## src/rtl/complex_mult_pipe.sv

```systemverilog
// complex_mult_pipe: 3-multiplier pipelined complex multiply with conjugate, round/shift, saturation and valid/ready
module complex_mult_pipe #(
  parameter int IN1_W = 18,
  parameter int IN2_W = 20,
  parameter int FRAC_SHIFT = 18,
  parameter int OUT_W = 24,
  parameter bit ROUND_EN = 1'b1,
  parameter bit SAT_EN = 1'b1
) (
  input  logic clk,
  input  logic rst,
  input  logic in_valid,
  output logic in_ready,
  input  logic conj,
  input  logic signed [IN1_W-1:0] in1_real,
  input  logic signed [IN1_W-1:0] in1_imag,
  input  logic signed [IN2_W-1:0] in2_real,
  input  logic signed [IN2_W-1:0] in2_imag,
  output logic out_valid,
  input  logic out_ready,
  output logic signed [OUT_W-1:0] out_real,
  output logic signed [OUT_W-1:0] out_imag,
  output logic out_ovf,
  output logic ovf_sticky
);
  localparam int FW = IN1_W + IN2_W + 3;
  localparam logic signed [FW-1:0] RND = (ROUND_EN && FRAC_SHIFT > 0) ? FW'(1) << (FRAC_SHIFT > 0 ? FRAC_SHIFT - 1 : 0) : '0;
  function automatic logic [OUT_W:0] scale(input logic signed [FW-1:0] x);
    logic signed [FW-1:0] s;
    logic fit;
    s = (x + RND) >>> FRAC_SHIFT;
    fit = &s[FW-1:OUT_W-1] || !(|s[FW-1:OUT_W-1]);
    scale = {!fit, (fit || !SAT_EN) ? s[OUT_W-1:0] : {s[FW-1], {(OUT_W-1){!s[FW-1]}}}};
  endfunction
  logic en, v1, v2;
  logic signed [IN2_W:0] d;
  logic signed [IN1_W-1:0] a1, b1;
  logic signed [IN2_W-1:0] c1;
  logic signed [IN1_W:0] ab1;
  logic signed [IN2_W+1:0] cd1, dc1;
  logic signed [FW-3:0] k1;
  logic signed [FW-2:0] k2, k3;
  logic signed [FW-1:0] re, im;
  logic [OUT_W:0] sr, si;
  assign en = !out_valid || out_ready;
  assign in_ready = en;
  assign d = conj ? -(IN2_W+1)'(in2_imag) : (IN2_W+1)'(in2_imag);
  assign re = FW'(k1) - FW'(k3);
  assign im = FW'(k1) + FW'(k2);
  assign sr = scale(re);
  assign si = scale(im);
  always_ff @(posedge clk) begin
    if (rst) begin
      v1 <= 1'b0;
      v2 <= 1'b0;
      out_valid <= 1'b0;
      out_real <= '0;
      out_imag <= '0;
      out_ovf <= 1'b0;
      ovf_sticky <= 1'b0;
    end else begin
      if (out_valid && out_ready && out_ovf) ovf_sticky <= 1'b1;
      if (en) begin
        v1 <= in_valid;
        a1 <= in1_real;
        b1 <= in1_imag;
        c1 <= in2_real;
        ab1 <= (IN1_W+1)'(in1_real) + (IN1_W+1)'(in1_imag);
        cd1 <= (IN2_W+2)'(in2_real) + (IN2_W+2)'(d);
        dc1 <= (IN2_W+2)'(d) - (IN2_W+2)'(in2_real);
        v2 <= v1;
        k1 <= (FW-2)'(c1) * (FW-2)'(ab1);
        k2 <= (FW-1)'(a1) * (FW-1)'(dc1);
        k3 <= (FW-1)'(b1) * (FW-1)'(cd1);
        out_valid <= v2;
        out_real <= sr[OUT_W-1:0];
        out_imag <= si[OUT_W-1:0];
        out_ovf <= sr[OUT_W] || si[OUT_W];
      end
    end
  end
endmodule

```

## config.mk

```make
export PLATFORM = sky130hd
export DESIGN_NAME = complex_mult_pipe
export DESIGN_NICKNAME = d
export VERILOG_FILES = /design/src/rtl/complex_mult_pipe.sv
export SDC_FILE = /design/constraint.sdc
export NUM_CORES = 2
export LEC_CHECK = 0
export ABC_CLOCK_PERIOD_IN_PS = 8200
export CORE_ASPECT_RATIO = 1.25
export CORE_MARGIN = 1
export CORE_UTILIZATION = 65
export CTS_BUF_LIST = sky130_fd_sc_hd__clkbuf_4 sky130_fd_sc_hd__clkbuf_8
export DETAILED_ROUTE_END_ITERATION = 10
export PLACE_DENSITY = 0.85
export SYNTH_ARGS = -nofsm -noshare
export SYNTH_HDL_FRONTEND = slang
export SYNTH_SLANG_ARGS = --single-unit
```

## constraint.sdc

```tcl
create_clock -name clk -period 8.2 [get_ports clk]
set_input_delay 1.64 -clock clk [delete_from_list [all_inputs] [get_ports clk]]
set_output_delay 1.64 -clock clk [all_outputs]
set_load 0.05 [all_outputs]
```

==> impl_results.md <==
- R2R cell count: 23
- Total gr overflow: 0
- Asr flop ratio synth: 0%
- # rows: roughly 120
- Pin count of the biggest net entering global routing: ~130
- EDFF count, synth: about 240
- Horiz. Die Dim: 268 um
- Multi-input logic area: 43400 um^2
- Vias: 41700
- Worst endpoint required time: between 8 and 9 ns
- WHS Path Cells: 2
- Mapped Cells: between 5000 and 6000
- #FFs+latches synth: 286
- Synth Area in Compound Gates: under 10%
- Initial Util: approximately 66%
- Post-synth top flop: edfxtp_1
- Post-layout util: 69.9%
- Worst slew margin: between 10 and 15%
- Area share of fa/ha/maj cells after synthesis: about 52%
- WP data arrival: 7.93 ns
- Dpl hpwl: 124000 um
- First-pass GRT wire length: around 240000 um
- Worst Hold Class: reg -> reg
- WL per Instance: approximately 21 um
- # fillers: 6296
- Unique masters post-synth: 74
- R2r endpoint: k3[39]
- Area leader, netlist: fa_1
- Least-Margin Pin Slew: 1.27 ns
- Vias in the first global route: 45800
- Final hold violation count: 0
- Commonest cells post-synth: inv_1, fa_1, nand2_1
- Flop-to-flop setup slack: 0.69 ns
- Maximum fanout along the worst path: 22
- Synth Area in Simple Gates: roughly 14%
- Most common cell on crit path: fa_1
- Total setup buffers inserted after CTS: 0
- Period minus WS final: ~7.5 ns
- Worst path cell trace: nand2_1, fa_1, inv_1, fa_1, inv_1, fa_1, inv_1, fa_1, inv_1, fa_1, inv_1, fa_1, ha_1, a21o_1, a21o_1, a211oi_1, a2111oi_0, buf_4, o2111ai_1, a211oi_1, or3_1, a21oi_1, xnor2_1
- Hold_ws: 0.452 ns
- R2r startpoint: b1[6]
- Gr usage total: 35.7%
- CP bufs+invs: 6
- Worst hold path endpoint: out_real[3]
- Critical Path Max Stage Delay: between 0.9 and 1 ns
- Worst path top cell family by delay: adder cells
- Post-Route Skew: between 0.04 and 0.05 ns
- Placed instance area: between 50000 and 60000 um^2
- Post-route DRC: 0
- Initial antenna violation count: 12
- CP max stage cell: edfxtp_1
- Nets: around 7800
- Clock tree sinks: approximately 290
- Clk slew on worst S/H paths: around 0.070 ns
- Post-CTS Resized: 0
- Max-cap viol count: 0
- CP Class: reg -> reg
- Drt via density: 5.79
- # IOs: between 100 and 150
- Final WL: approximately 150000 um
- Unrepaired setup endpoints after global routing: false
- H-tree levels: 2
- Layout cells sized above 1: approximately 3%
- Startpoint Class: register
- Clk_lat worst skew: just over 0.7 ns
- Final Cell Area: a little over 60000 um^2
- IO buf count: 130
- Post-synthesis xor/xnor area fraction: under 10%
- Fmax: approximately 130 MHz
- Root buf cell: clkbuf_8
- Initial DRC count: about 3300
- Fin crit share: between 90% and 100%
- Synthesis Warnings: 0
- Core footprint: about 87000 um^2
- Setup TNS: 0 ns
- Min-delay src: out_real[3]
- Drt pass-1 iters: 6
- Final setup fails: 0
- Cell with the most instances after synthesis: inv_1
- Storage element area: around 8000 um^2
- # hold bufs at CTS: 0
- Synth Area per Inst: between 9 and 10 um^2
- Post-synthesis mux area share: 0.0196%
- CTS tree: done
- Status: finished clean
- CTS buffer count: 53
- Die Y-Extent: approximately 330 um
- Clock Tree Buf Depth: 3
- Setup crit end kind: register
- Syn-to-layout area delta: 6.06%
- Total die area: around 90000 um^2
- Top cell type's share of synthesized area: 40.9%
- Main combinational cell family by area after synthesis: adder cells
- Seq/Total Area, Yosys: between 10 and 15%
- Post-Syn Area: 57600 um^2
- Max-slew violations: 0
- Placer Congestion: 0.975
- Top cells by area, synth: fa_1, edfxtp_1, ha_1, inv_1, and2_1
- ANT nets after route: 0
worst register-to-register path, stage by stage, from the launching register on:
cell and delay, ns:
edfxtp_1 0.94, nand2_1 0.19, fa_1 0.57, inv_1 0.04
fa_1 0.47, inv_1 0.05, fa_1 0.49, inv_1 0.06
fa_1 0.53, inv_1 0.05, fa_1 0.49, inv_1 0.05
fa_1 0.44, ha_1 0.37, a21o_1 0.21, a21o_1 0.17
a211oi_1 0.62, a2111oi_0 0.22, buf_4 0.19, o2111ai_1 0.31
a211oi_1 0.15, or3_1 0.36, a21oi_1 0.18, xnor2_1 0.08
state kept, by name, summed over array words and instances, names as in the netlist:
| register | flops |
|---|---|
| b1 | 18 |
| v2 | 1 |
| out_valid | 1 |
| dc1 | 22 |
| out_imag | 23 |
| k2 | 40 |
| a1 | 18 |
| out_real | 23 |
| v1 | 1 |
| c1 | 20 |
| k3 | 40 |
| cd1 | 21 |
| ab1 | 19 |
| k1 | 39 |
logic make-up (layout without fill, tap and decap cells):
family	count (synthesis)	after routing
mux	1	1
flops	286	286
buf+inv	1606	1659
fa+ha+maj	1707	1707
compound gates	546	546
simple gates	1602	1602
other cells	1	5
xor+xnor	219	219
cell type report:
cell class / count / area share, %
clock inverters: 23 / 0.340
inverters: 1371 / 8.44
repair buffers: 189 / 2.88
well taps: 1168 / 2.39
clock buffers: 76 / 1.53
flip-flops and latches: 286 / 13.3
diodes: 3 / 0.0123
multi-input cells: 4077 / 71.1
per-layer routing:
layer / up-vias / wire (um) / global-route usage (%)
li1: 18100 / - / -
met1: 20900 / 51100 / 41.3
met2: 2012 / 71600 / 58.1
met3: 650 / 14300 / 7.82
met4: 12 / 13600 / 26.9
met5: - / 75 / 0
cell usage in the layout (no fill, tap or decap), types with 12 or more instances in the layout:
cell             instances
dfxtp_1                 49
nand2b_1                42
o21a_1                  23
and3_1                  21
or3_1                   22
o21bai_1                28
inv_1                 1369
a21o_1                  76
and2_1                 485
xnor2_1                165
edfxtp_1               237
a211oi_1                25
nand2_1                744
o31ai_1                 15
clkbuf_8                58
fa_1                  1175
a31oi_1                 12
ha_1                   532
buf_4                   58
clkdlybuf4s50_1        130
a21oi_1                173
nor2b_1                 44
nor3_1                  30
xor2_1                  54
nand3_1                 37
o21ai_1                 18
clkbuf_4                18
nor2_1                 131
o21ai_0                 92
worst max-delay path by stage:
stage          start  slack [ns]      endpoint  cells past startpoint
2_1_floorplan    rst        0.86  out_imag[16]                      5
3_3_place_gp   b1[5]        0.95        k3[39]                     23
3_5_place_dp   b1[5]        0.83        k3[39]                     23
4_1_cts        b1[5]        0.79        k3[39]                     23
5_1_grt        b1[6]        0.35        k3[39]                     23
6_report       b1[6]        0.69        k3[39]                     23
per-stage QoR:
step	instances	setup WS, ns
after floorplan	5969	0.856
after global placement	7091	0.952
after detailed placement	7091	0.826
after CTS	7190	0.786
after global routing	7191	0.350
final	7193	0.687
Power is not shown: default switching activity piles up to over one toggle a cycle in this logic, so the estimate is an artifact.
